[src/rtl/frame_snapshot_ctrl.sv]
// Frame snapshot controller: gates capture-stage pixel writes into the frame buffer, 1-cycle registered latency, no backpressure (writes are dropped, never stalled).
// Build option SNAPSHOT_CSUM_EN adds a 24-bit modulo sum of captured pixel data on o_csum; otherwise o_csum is tied to 0.
module frame_snapshot_ctrl #(
    parameter int FRAME_PIXELS = 307200
) (
    input  logic        i_pclk,
    input  logic        i_reset,
    input  logic [18:0] i_cap_addr,
    input  logic [11:0] i_cap_data,
    input  logic        i_cap_we,
    input  logic        i_live_mode,
    input  logic        i_snap_req,
    input  logic        i_release,
    output logic [18:0] o_fb_addr,
    output logic [11:0] o_fb_data,
    output logic        o_fb_we,
    output logic        o_busy,
    output logic        o_done,
    output logic        o_short_frame,
    output logic [18:0] o_pix_cnt,
    output logic [23:0] o_csum
);

    typedef enum logic [1:0] {
        S_IDLE    = 2'd0,
        S_ARMED   = 2'd1,
        S_CAPTURE = 2'd2,
        S_HOLD    = 2'd3
    } state_t;

    localparam logic [18:0] LP_FRAME = 19'(FRAME_PIXELS);
    localparam logic [18:0] LP_LAST  = 19'(FRAME_PIXELS - 1);

    state_t      r_state;
    state_t      w_next;

    logic [18:0] r_fb_addr;
    logic [11:0] r_fb_data;
    logic        r_fb_we;
    logic        r_busy;
    logic        r_done;
    logic        r_short_frame;
    logic [18:0] r_pix_cnt;

    logic        w_pix_vld;
    logic        w_first;
    logic        w_last;
    logic        w_fwd;
    logic        w_count;
    logic        w_restart;
    logic        w_short;
    logic        w_arm;
    logic        w_done;

    assign w_pix_vld = i_cap_we && (i_cap_addr < LP_FRAME);
    assign w_first   = (i_cap_addr == 19'd0);
    assign w_last    = (i_cap_addr == LP_LAST);

    always_comb begin
        w_next    = r_state;
        w_fwd     = 1'b0;
        w_count   = 1'b0;
        w_restart = 1'b0;
        w_short   = 1'b0;
        w_arm     = 1'b0;
        w_done    = 1'b0;
        case (r_state)
            S_IDLE: begin
                w_fwd = w_pix_vld && i_live_mode;
                // A simultaneous release overrides the request and keeps us idle.
                if (i_snap_req && !i_release) begin
                    w_next = S_ARMED;
                    w_arm  = 1'b1;
                end
            end
            S_ARMED: begin
                if (i_release) begin
                    w_next = S_IDLE;
                end else if (w_pix_vld && w_first) begin
                    w_fwd     = 1'b1;
                    w_count   = 1'b1;
                    w_restart = 1'b1;
                    if (w_last) begin
                        w_next = S_HOLD;
                        w_done = 1'b1;
                    end else begin
                        w_next = S_CAPTURE;
                    end
                end
            end
            S_CAPTURE: begin
                if (i_release) begin
                    w_next = S_IDLE;
                end else if (w_pix_vld) begin
                    w_fwd     = 1'b1;
                    w_count   = 1'b1;
                    w_restart = w_first;
                    w_short   = w_first;
                    if (w_last) begin
                        w_next = S_HOLD;
                        w_done = 1'b1;
                    end
                end
            end
            S_HOLD: begin
                if (i_release) begin
                    w_next = S_IDLE;
                end else if (i_snap_req) begin
                    w_next = S_ARMED;
                    w_arm  = 1'b1;
                end
            end
            default: begin
                w_next = S_IDLE;
            end
        endcase
    end

    always_ff @(posedge i_pclk) begin
        if (i_reset) begin
            r_state <= S_IDLE;
        end else begin
            r_state <= w_next;
        end
    end

    always_ff @(posedge i_pclk) begin
        if (i_reset) begin
            r_fb_addr     <= 19'd0;
            r_fb_data     <= 12'd0;
            r_fb_we       <= 1'b0;
            r_busy        <= 1'b0;
            r_done        <= 1'b0;
            r_short_frame <= 1'b0;
            r_pix_cnt     <= 19'd0;
        end else begin
            r_fb_we <= w_fwd;
            if (w_fwd) begin
                r_fb_addr <= i_cap_addr;
                r_fb_data <= i_cap_data;
            end
            r_busy <= (w_next == S_ARMED) || (w_next == S_CAPTURE);
            r_done <= w_done;
            if (w_arm) begin
                r_short_frame <= 1'b0;
            end else if (w_short) begin
                r_short_frame <= 1'b1;
            end
            // Counter saturates at the frame size; repeated addresses can otherwise overrun it.
            if (w_arm) begin
                r_pix_cnt <= 19'd0;
            end else if (w_count) begin
                if (w_restart) begin
                    r_pix_cnt <= 19'd1;
                end else if (r_pix_cnt != LP_FRAME) begin
                    r_pix_cnt <= r_pix_cnt + 19'd1;
                end
            end
        end
    end

`ifdef SNAPSHOT_CSUM_EN
    logic [23:0] r_csum;

    always_ff @(posedge i_pclk) begin
        if (i_reset) begin
            r_csum <= 24'd0;
        end else if (w_arm) begin
            r_csum <= 24'd0;
        end else if (w_count) begin
            if (w_restart) begin
                r_csum <= {12'd0, i_cap_data};
            end else begin
                r_csum <= r_csum + {12'd0, i_cap_data};
            end
        end
    end

    assign o_csum = r_csum;
`else
    assign o_csum = 24'd0;
`endif

    assign o_fb_addr     = r_fb_addr;
    assign o_fb_data     = r_fb_data;
    assign o_fb_we       = r_fb_we;
    assign o_busy        = r_busy;
    assign o_done        = r_done;
    assign o_short_frame = r_short_frame;
    assign o_pix_cnt     = r_pix_cnt;

endmodule

[config.mk]
export PLATFORM = sky130hd
export DESIGN_NAME = frame_snapshot_ctrl
export DESIGN_NICKNAME = d
export VERILOG_FILES = /design/src/rtl/frame_snapshot_ctrl.sv
export SDC_FILE = /design/constraint.sdc
export NUM_CORES = 1
export LEC_CHECK = 0
export CORE_UTILIZATION = 47
export CTS_CLUSTER_SIZE = 40
export DETAILED_ROUTE_END_ITERATION = 10
export PLACE_DENSITY = 0.82
export SETUP_SLACK_MARGIN = 0.15
export SLEW_MARGIN = 20
export SYNTH_ARGS = -nofsm -noshare
export SYNTH_HDL_FRONTEND = slang
export SYNTH_SLANG_ARGS = --single-unit
export TNS_END_PERCENT = 1
[constraint.sdc]
create_clock -name i_pclk -period 4.6 [get_ports i_pclk]
set_input_delay 1.15 -clock i_pclk [delete_from_list [all_inputs] [get_ports i_pclk]]
set_output_delay 1.15 -clock i_pclk [all_outputs]
set_load 0.02 [all_outputs]
==> results of run 1 <==
-- routing by layer --
layer / track usage (%) / up-vias / wire length (um)
li1: - / 1407 / -
met1: 32.8 / 1357 / 3450
met2: 38.8 / 120 / 3840
met3: 4.66 / 11 / 410
met4: 8.57 / 0 / 109
met5: 0 / - / 0
-- worst min-delay path, stage by stage (launching register included) --
cell and delay, ns:
sky130_fd_sc_hd__dfxtp_1 0.32, sky130_fd_sc_hd__nand2_1 0.05, sky130_fd_sc_hd__a21oi_1 0.05
-- final cells by class --
cell class	count	area, um2
clock buffer	5	68.8
sequential	56	1120
inverter	7	26.3
timing repair buffer	94	931
clock inverter	3	22.5
fill	525	2070
tap	75	93.8
multi-input combinational	283	1590
-- path summary, 6_finish.rpt --
| kind | from | endpoint | cells past startpoint |
|---|---|---|---|
| hold reg to reg | o_fb_addr[4]$_SDFFE_PP0P_ | o_fb_addr[4]$_SDFFE_PP0P_ | 2 |
| setup reg to reg | r_state[0]$_SDFF_PP0_ | o_fb_data[5]$_SDFFE_PP0P_ | 7 |
| setup / recovery | i_cap_addr[4] | o_pix_cnt[14]$_SDFFE_PP0P_ | 7 |
| hold / removal | o_fb_addr[4]$_SDFFE_PP0P_ | o_fb_addr[4]$_SDFFE_PP0P_ | 2 |
-- flip-flops by register name, summed over array words and instances (netlist names) --
signal / flops
o_busy: 1
o_done: 1
o_fb_addr: 19
o_fb_data: 12
o_fb_we: 1
o_pix_cnt: 19
o_short_frame: 1
r_state: 2
-- where the power goes --
group	leakage [nW]	total (W)	internal, W	switching, W
combinational	0.793	0.000155	0.0000653	0.0000897
clock	0.0485	0.000282	0.000110	0.000172
sequential	0.453	0.000503	0.000496	0.00000653
-- logic make-up after synthesis --
group           after synthesis
xor+xnor                      4
buf+inv                      46
other cells                   1
compound gates               87
flops                        56
simple gates                160
fa+ha+maj                     8
-- cells in the final DEF, fill, tap and decap left out, types with 2 or more instances in the layout --
master | Yosys | layout
sky130_fd_sc_hd__a32oi_1 | 2 | 2
sky130_fd_sc_hd__nand4_1 | 11 | 11
sky130_fd_sc_hd__conb_1 | 1 | 24
sky130_fd_sc_hd__inv_1 | 7 | 7
sky130_fd_sc_hd__ha_1 | 8 | 8
sky130_fd_sc_hd__clkbuf_8 | 0 | 5
sky130_fd_sc_hd__nand2b_1 | 2 | 2
sky130_fd_sc_hd__o211ai_1 | 4 | 4
sky130_fd_sc_hd__or3_1 | 6 | 6
sky130_fd_sc_hd__buf_4 | 24 | 4
sky130_fd_sc_hd__o21ai_0 | 17 | 17
sky130_fd_sc_hd__nand2_1 | 76 | 76
sky130_fd_sc_hd__nor4_2 | 3 | 3
sky130_fd_sc_hd__a21oi_1 | 40 | 40
sky130_fd_sc_hd__clkdlybuf4s50_1 | 0 | 90
sky130_fd_sc_hd__nor4_1 | 6 | 6
sky130_fd_sc_hd__nand3_1 | 10 | 10
sky130_fd_sc_hd__a41oi_1 | 4 | 4
sky130_fd_sc_hd__and3_1 | 3 | 3
sky130_fd_sc_hd__nor2b_1 | 7 | 7
sky130_fd_sc_hd__nor2_1 | 17 | 17
sky130_fd_sc_hd__dfxtp_1 | 56 | 56
sky130_fd_sc_hd__a32o_1 | 6 | 6
sky130_fd_sc_hd__a22oi_1 | 2 | 2
sky130_fd_sc_hd__o21ba_2 | 2 | 2
sky130_fd_sc_hd__xor2_1 | 3 | 3
sky130_fd_sc_hd__and2_1 | 4 | 4
sky130_fd_sc_hd__nor3_1 | 8 | 8
-- through the flow --
stage               power, W  instances  worst slack (ns)  cell area [um2]  hold WS (ns)
floorplan           0.000608        385              1.85             2970         0.534
global placement    0.000665        515             0.981             3760         0.441
detailed placement  0.000668        515             0.895             3760         0.446
CTS                 0.000944        523              1.23             3850         0.462
global route        0.000975        523              1.04             3850         0.486
finish              0.000940        523              1.20             3850         0.462
==> parameters.txt, run 1 <==
Parameter                              Value

Run status
  Run status    completed

Floorplan
  Floorplan Core Area    5920 um2
  DIE HEIGHT    80.3 um
  Effective utilization at floorplan    48.7%
  Die X    80.3 um
  Number of top-level design ports    115
  Cell row count    28
  Die ar.    6450 um2

Clocking
  Number of gates given a new drive strength after cts    0
  Post CTS Setup Buffer Count    0
  Post-cts hold buffer count    0
  Buffer cell driving the clock tree root    sky130_fd_sc_hd__clkbuf_8
  Clock transition at the register clock pins on the worst setup and hold paths after CTS    around 0.11 ns
  Number of buffers created by CTS    5
  Clock Tree Buf Depth    2
  CTS tree    done
  Clock insertion delay at the later pin of the skew report    roughly 0.32 ns
  Htree depth    2
  Number of sinks driven by the clock tree    56

Synthesis
  Largest family of logic cells by synthesized area    simple AND/OR/NAND/NOR gates
  Post-synth top area cell    sky130_fd_sc_hd__dfxtp_1
  Most frequent cells after synthesis    76 x sky130_fd_sc_hd__nand2_1, 56 x sky130_fd_sc_hd__dfxtp_1, 40 x sky130_fd_sc_hd__a21oi_1, 24 x sky130_fd_sc_hd__buf_4
  Gate count of the mapped netlist    approximately 360
  Synthesized area    roughly 2900 um2
  Compound-cell area share of the yosys netlist    between 10% and 20%
  Number of flops mapped to enable cells by yosys    0
  Area share of the largest cell type after synthesis    about two fifths
  Register area share after synthesis    38.9%
  Async set-reset flop share out of synthesis    0%
  Cell with the most instances after synthesis    sky130_fd_sc_hd__nand2_1
  Synthesized area per cell    approximately 8.0 um2
  Adder-cell area share of the yosys netlist    3.47%
  Post-Synth Simple-Gate Area    between 20% and 30%
  Warnings, synthesis    0
  Share of cell area taken by muxes after synthesis    0%
  Distinct cell type count of the synthesized netlist    between 40 and 50
  Cell types occupying the most area after synthesis    sky130_fd_sc_hd__dfxtp_1 39%, sky130_fd_sc_hd__nand2_1 9.9%, sky130_fd_sc_hd__a21oi_1 6.9%, sky130_fd_sc_hd__buf_4 6.3%, sky130_fd_sc_hd__ha_1 3.5%
  Parity-gate share of the synthesized area counting xor and xnor cells    around 1.2%
  Flops & latches, synth    between 50 and 60
  Most frequently used flop master after synthesis    sky130_fd_sc_hd__dfxtp_1

Pwr
  Pleak    approximately 1.3 nW
  Power per cell area    roughly 240 nW/um2
  Largest vdd supply drop    between 0.00015 and 0.0002 V

Worst setup path
  CP Launch Type    primary input
  Biggest cell delay along the critical path    about 0.79 ns
  Max stage delay cell, worst path    sky130_fd_sc_hd__nor3_2
  Capturing element type of the critical path    flip-flop
  Flop-to-flop setup slack    2.02 ns
  CP delay by family, top    simple AND/OR/NAND/NOR gates
  Req. time, crit path    between 4 and 5 ns
  Cell chain of the critical path    clkdlybuf4s50_1, nor4_2, nand4_1, nor3_2, nor3b_4, a41oi_1, nor2_1
  Startpoint-to-endpoint class of the critical path    primary input to flip-flop
  Worst-path fanout max    13
  WP buf/inv    1
  Data arrival, critical path    3.61 ns

Cells and area
  Util after Layout    approximately two thirds
  Number of nets in the layout    around 490
  Layout overhead on the synthesized area    33.7%
  Ratio of cells with drive above 1 in the final layout    under 10%
  Antenna diode count    0

Timing
  Final hold vios    0
  Crit path time final    3.40 ns
  Slew Limit Fails    0
  Setup violation total in the final timing report    0
  Post-route setup TNS    0 ns
  Worst slew pin tran    ~1 ns
  Top achievable clock speed    around 290 MHz
  Final clock period utilization by the worst path    73.9%
  Clk_skew    approximately 0.009 ns
  RSZ-0062 raised after global routing    false
  Relative slew slack    ~33%

Global route
  First-pass GRT wire length    about 12 mm
  All-Layer GR Usage    24.4%
  Final global-route overflow total    0
  Antenna violations before repair    0
  Via count of the first global-routing pass    2585
  Pin count of the biggest net entering global routing    39

Detailed routing
  Residual DRC    0
  Per-cell via count in the routed design    ~5.5
  Antenna Violating Nets Remaining    0
  Routed len/inst    14.9 um
  Via total after detailed routing    2895
  Total iterations of the first detailed-routing run    4
  Final routed wirelength across all metal layers    7.81 mm
  Number of violations reported at the end of detailed-routing iteration 0    between 200 and 250

Min path
  Worst hold path type    flip-flop to flip-flop

Place
  Global placer's final weighted congestion    a little under 0.9
  Count of buffers inserted at the top-level ports    90
  Placed wire-length estimate    roughly 5.7 mm

Run
  Number of violations of the max-capacitance limit    0
(Power assumes the default switching activity.)
==> run 2: changes to the inputs <==
--- a/config.mk
+++ b/config.mk
@@ -5,10 +5,10 @@
 export SDC_FILE = /design/constraint.sdc
 export NUM_CORES = 1
 export LEC_CHECK = 0
-export CORE_UTILIZATION = 47
+export CORE_UTILIZATION = 44
 export CTS_CLUSTER_SIZE = 40
 export DETAILED_ROUTE_END_ITERATION = 10
-export PLACE_DENSITY = 0.82
+export PLACE_DENSITY = 0.77
 export SETUP_SLACK_MARGIN = 0.15
 export SLEW_MARGIN = 20
 export SYNTH_ARGS = -nofsm -noshare
==> constraint.sdc (replaced) <==
create_clock -name i_pclk -period 3.5 [get_ports i_pclk]
set_input_delay 0.875 -clock i_pclk [delete_from_list [all_inputs] [get_ports i_pclk]]
set_output_delay 0.875 -clock i_pclk [all_outputs]
set_load 0.02 [all_outputs]
==> parameters.txt, run 2 (synthesized netlist as in run 1, its figures left out) <==
Parameter                              Value

Run status
  Run status    completed

Detailed routing
  Routed len/inst    roughly 15 um
  Per-cell via count in the routed design    between 5 and 6
  Antenna Violating Nets Remaining    0
  Total iterations of the first detailed-routing run    4
  Number of violations reported at the end of detailed-routing iteration 0    190
  Residual DRC    0
  Via total after detailed routing    2864
  Final routed wirelength across all metal layers    7.74 mm

Global route
  Final global-route overflow total    0
  Pin count of the biggest net entering global routing    32
  First-pass GRT wire length    between 10 and 15 mm
  All-Layer GR Usage    between 20% and 30%
  Via count of the first global-routing pass    2652
  Antenna violations before repair    0

Floorplan
  Floorplan Core Area    6350 um2
  Cell row count    29
  Die ar.    approximately 6900 um2
  Die X    around 83 um
  Effective utilization at floorplan    between 40% and 50%
  Number of top-level design ports    around 120
  DIE HEIGHT    slightly above 80 um

Worst setup path
  Worst-path fanout max    10
  Flop-to-flop setup slack    approximately 1.1 ns
  Cell chain of the critical path    clkdlybuf4s50_1, nor4_2, nand4_1, o2111ai_2, nor3b_4, a41oi_1, nor2_1
  Worst r2r src    r_state[0]$_SDFF_PP0_
  Req. time, crit path    about 3.8 ns
  Biggest cell delay along the critical path    ~0.48 ns
  Data arrival, critical path    3.22 ns
  Startpoint-to-endpoint class of the critical path    primary input to flip-flop
  Capturing element type of the critical path    flip-flop
  Max stage delay cell, worst path    sky130_fd_sc_hd__nor3b_4
  CP Launch Type    primary input
  FF-to-FF path depth    8
  Reg2Reg Capture Point    o_pix_cnt[14]$_SDFFE_PP0P_

Place
  Count of buffers inserted at the top-level ports    90
  Placed wire-length estimate    5.67 mm
  Global placer's final weighted congestion    between 0.8 and 0.9

Timing
  Setup violation total in the final timing report    0
  Worst slew pin tran    between 0.5 and 0.6 ns
  Relative slew slack    ~63%
  Final clock period utilization by the worst path    a little over four fifths
  Final hold vios    0
  Worst hold margin    0.462 ns
  Clk_skew    about 0.013 ns
  Post-route setup TNS    0 ns
  RSZ-0062 raised after global routing    false
  Crit path time final    a little under 3 ns
  Slew Limit Fails    0
  Top achievable clock speed    338 MHz

Pwr
  Largest vdd supply drop    between 0.00015 and 0.0002 V
  Pleak    between 1 and 1.5 nW
  Power per cell area    around 320 nW/um2
  Design Power    0.00124 W

Min path
  Worst Min Path Start    o_fb_addr[15]$_SDFFE_PP0P_
  Hold endpoint    o_fb_addr[15]$_SDFFE_PP0P_
  Worst hold path type    flip-flop to flip-flop
  Cell depth of the worst hold path    2

Cells and area
  Leading cell types in the layout, fill and taps excluded    90 x sky130_fd_sc_hd__clkdlybuf4s50_1, 76 x sky130_fd_sc_hd__nand2_1, 56 x sky130_fd_sc_hd__dfxtp_1
  Multi-input logic area    between 1500 and 2000 um2
  Commonest non-fill, non-tap cell in the layout    sky130_fd_sc_hd__clkdlybuf4s50_1
  Ratio of cells with drive above 1 in the final layout    ~5.8%
  Filler cell count in the final layout    roughly 580
  Storage cell area    approximately 1100 um2
  Number of nets in the layout    about 500
  Antenna diode count    0
  Layout overhead on the synthesized area    34.9%

Clocking
  Number of gates given a new drive strength after cts    0
  Clock transition at the register clock pins on the worst setup and hold paths after CTS    between 0.1 and 0.15 ns
  Clock insertion delay at the later pin of the skew report    approximately 0.32 ns
  Htree depth    2
  Post-cts hold buffer count    0
  Number of sinks driven by the clock tree    56
  CTS tree    done
  Number of buffers created by CTS    5
  Post CTS Setup Buffer Count    0
  Clock Tree Buf Depth    2
  Buffer cell driving the clock tree root    sky130_fd_sc_hd__clkbuf_8

Run
  Number of violations of the max-capacitance limit    0
## run 2: cell count changes in the layout (fill, tap and decap cells not counted)
cell | before | now
sky130_fd_sc_hd__buf_4 | 4 | 8
sky130_fd_sc_hd__clkinv_4 | 1 | 0
sky130_fd_sc_hd__clkinvlp_4 | 0 | 1
sky130_fd_sc_hd__inv_6 | 1 | 2
sky130_fd_sc_hd__clkinv_2 | 1 | 0
## run 2: per-layer routing
layer	vias to the layer above	part of all wire [%]	GRT usage [%]
met5	-	0	0
met4	0	2.5	8.93
met3	19	5.8	3.08
met2	121	46	35.9
met1	1306	46	31.4
li1	1418	-	-
## run 2: per-stage QoR
step / utilization [%] / instances / setup WS [ns] / cell area [um2]
2_1_floorplan: - / 385 / 1.02 / 2970
3_3_place_gp: 59.8 / 521 / 0.265 / 3800
3_5_place_dp: 59.8 / 521 / 0.224 / 3800
4_1_cts: 61.3 / 529 / 0.543 / 3890
5_1_grt: 61.3 / 529 / 0.386 / 3890
6_report: 61.3 / 529 / 0.544 / 3890
## run 2: area by class of cell
type,instances,share of cell area (%)
Multi-Input combinational cell,283,40.9
Sequential cell,56,28.8
Timing Repair Buffer,98,24.7
Tap cell,77,2.48
Clock buffer,5,1.77
Inverter,7,0.675
Clock inverter,3,0.643
## run 2: critical path: cells and delay by family
family	cells	cell delay, ns
and+or+nand+nor	4	1.28
AOI/OAI and AO/OA	2	0.59
buffers and inverters	1	0.46
## run 2: worst max path at each step
stage / from / end / slack [ns] / cells after the start
2_1_floorplan: i_cap_addr[12] / o_pix_cnt[14]$_SDFFE_PP0P_ / 1.02 / 7
3_3_place_gp: i_cap_addr[4] / o_pix_cnt[14]$_SDFFE_PP0P_ / 0.27 / 7
3_5_place_dp: i_cap_addr[15] / o_pix_cnt[14]$_SDFFE_PP0P_ / 0.22 / 7
4_1_cts: i_cap_addr[15] / o_pix_cnt[14]$_SDFFE_PP0P_ / 0.54 / 7
5_1_grt: i_cap_addr[9] / o_pix_cnt[14]$_SDFFE_PP0P_ / 0.39 / 7
6_report: i_cap_addr[4] / o_pix_cnt[14]$_SDFFE_PP0P_ / 0.54 / 7
## run 2: where the power goes
group	internal, W	leakage (nW)	switching [W]
clock network	0.000147	0.0452	0.000232
logic	0.0000874	0.812	0.000117
registers	0.000653	0.453	0.00000840
==> run 3: changes to the inputs <==
==> constraint.sdc (replaced) <==
create_clock -name i_pclk -period 3.1 [get_ports i_pclk]
set_input_delay 0.775 -clock i_pclk [delete_from_list [all_inputs] [get_ports i_pclk]]
set_output_delay 0.775 -clock i_pclk [all_outputs]
set_load 0.02 [all_outputs]
==> parameters.txt, run 3 (synthesized netlist as in run 1, its figures left out) <==
Parameter                              Value

Clocking
  Post-cts hold buffer count    0
  Number of sinks driven by the clock tree    56
  Post CTS Setup Buffer Count    0
  Clock Tree Buf Depth    2
  Number of gates given a new drive strength after cts    0
  Number of buffers created by CTS    5
  Htree depth    2
  Clock insertion delay at the later pin of the skew report    approximately 0.32 ns
  CTS tree    done
  Clock transition at the register clock pins on the worst setup and hold paths after CTS    approximately 0.11 ns
  Buffer cell driving the clock tree root    sky130_fd_sc_hd__clkbuf_8

Detailed routing
  Via total after detailed routing    slightly below 3000
  Per-cell via count in the routed design    approximately 5.4
  Routed len/inst    about 14 um
  Number of violations reported at the end of detailed-routing iteration 0    111
  Final routed wirelength across all metal layers    about 7.8 mm
  Residual DRC    0
  Antenna Violating Nets Remaining    0
  Total iterations of the first detailed-routing run    4

Cells and area
  Antenna diode count    0
  Storage cell area    1120 um2
  Ratio of cells with drive above 1 in the final layout    around 8%
  Multi-input logic area    1590 um2
  Number of nets in the layout    507
  Commonest non-fill, non-tap cell in the layout    sky130_fd_sc_hd__clkdlybuf4s50_1
  Leading cell types in the layout, fill and taps excluded    90 x sky130_fd_sc_hd__clkdlybuf4s50_1, 76 x sky130_fd_sc_hd__nand2_1, 56 x sky130_fd_sc_hd__dfxtp_1
  Layout Cell Area excl Fill    3990 um2
  Filler cell count in the final layout    ~570
  Layout overhead on the synthesized area    38.4%

Pwr
  Internal power summed over all cells    a little over 0.001 W
  Pleak    around 1.4 nW
  Power per cell area    358 nW/um2
  Clock group share of total power    a little under a third
  Part of the power in combinational logic    between 10% and 20%
  Sw Ratio    between 20% and 30%
  Proportion of power drawn by flip-flops and latches    52.3%
  Net Switching    between 0.0004 and 0.0005 W
  Largest vdd supply drop    0.000212 V

Worst setup path
  Cell chain of the critical path    clkdlybuf4s50_1, nor4_2, nand4_1, nor3_2, buf_4, o21ai_0, a32o_1
  CP delay by family, top    simple AND/OR/NAND/NOR gates
  Max stage delay cell, worst path    sky130_fd_sc_hd__clkdlybuf4s50_1
  WP buf/inv    2
  Worst-path fanout max    6
  CP Launch Type    primary input
  Biggest cell delay along the critical path    around 0.46 ns
  Startpoint-to-endpoint class of the critical path    primary input to flip-flop
  Data arrival, critical path    slightly below 3 ns
  Crit. Startpoint    i_cap_addr[4]
  Worst r2r src    o_pix_cnt[15]$_SDFFE_PP0P_
  Capturing element type of the critical path    flip-flop
  Req. time, crit path    ~3.3 ns

Timing
  Crit path time final    between 2 and 3 ns
  Worst hold margin    around 0.46 ns
  Final clock period utilization by the worst path    about nine tenths
  RSZ-0062 raised after global routing    false
  Setup violation total in the final timing report    0
  Top achievable clock speed    about 360 MHz
  Clk_skew    ~0.014 ns
  Post-route setup TNS    0 ns
  Final hold vios    0
  Slew Limit Fails    0

Floorplan
  Effective utilization at floorplan    45.4%
  Die ar.    between 6000 and 7000 um2
  Number of top-level design ports    between 100 and 150
  Die X    82.9 um
  Cell row count    29
  Floorplan Core Area    6350 um2
  DIE HEIGHT    just over 80 um

Global route
  Final global-route overflow total    0
  Antenna violations before repair    0
  Pin count of the biggest net entering global routing    33
  First-pass GRT wire length    13.1 mm
  Via count of the first global-routing pass    approximately 2800
  All-Layer GR Usage    roughly 23%

Place
  Global placer's final weighted congestion    0.852
  Placed wire-length estimate    about 5.8 mm
  Cell area after placement    ~4000 um2
  Count of buffers inserted at the top-level ports    90

Run status
  Run status    completed

Min path
  Worst hold path type    flip-flop to flip-flop
  Worst Min Path Start    o_fb_addr[16]$_SDFFE_PP0P_

Run
  Number of violations of the max-capacitance limit    0
## run 3: per-layer routing
metal  part of all wire, %  GRT usage [%]  vias up
met3                   5.6           3.48       21
met5                     0              0        -
met4                   2.9           9.87        0
li1                      -              -     1434
met2                    47           36.6      108
met1                    45           31.3     1332
## run 3: power by group through the flow
stage	clock network, W	logic, W	registers (W)
floorplan	0	0.000120	0.000782
global placement	0	0.000234	0.000762
detailed placement	0	0.000237	0.000762
CTS	0.000461	0.000238	0.000746
global route	0.000487	0.000257	0.000749
finish	0.000443	0.000238	0.000746
## run 3: layout make-up
type | instances | area share (%)
flip-flops and latches | 56 | 28.1
multi-input cells | 283 | 39.9
well taps | 77 | 2.42
repair buffers | 109 | 26.5
clock inverters | 3 | 0.721
inverters | 7 | 0.659
clock buffers | 5 | 1.73
## run 3: final timing paths
| path | to | slack [ns] | cells after the start |
|---|---|---|---|
| setup / recovery | o_pix_cnt[15]$_SDFFE_PP0P_ | 0.36 | 7 |
| hold / removal | o_fb_addr[16]$_SDFFE_PP0P_ | 0.46 | 2 |
| setup reg to reg | o_pix_cnt[14]$_SDFFE_PP0P_ | 0.82 | 7 |
| hold reg to reg | o_fb_addr[16]$_SDFFE_PP0P_ | 0.46 | 2 |
## run 3: stage by stage
stage	cells	utilization [%]	total power, W	setup WS (ns)
CTS	540	62.8	0.00145	0.371
global placement	532	61.3	0.000996	0.0908
detailed placement	532	61.3	0.00100	0.0237
global route	540	62.8	0.00149	0.155
floorplan	385	-	0.000902	0.721
finish	540	62.8	0.00143	0.360
## run 3: worst min-delay path: stages (launching register included)
cell and delay, ns:
sky130_fd_sc_hd__dfxtp_1 0.33, sky130_fd_sc_hd__nand2_1 0.05, sky130_fd_sc_hd__a21oi_1 0.05
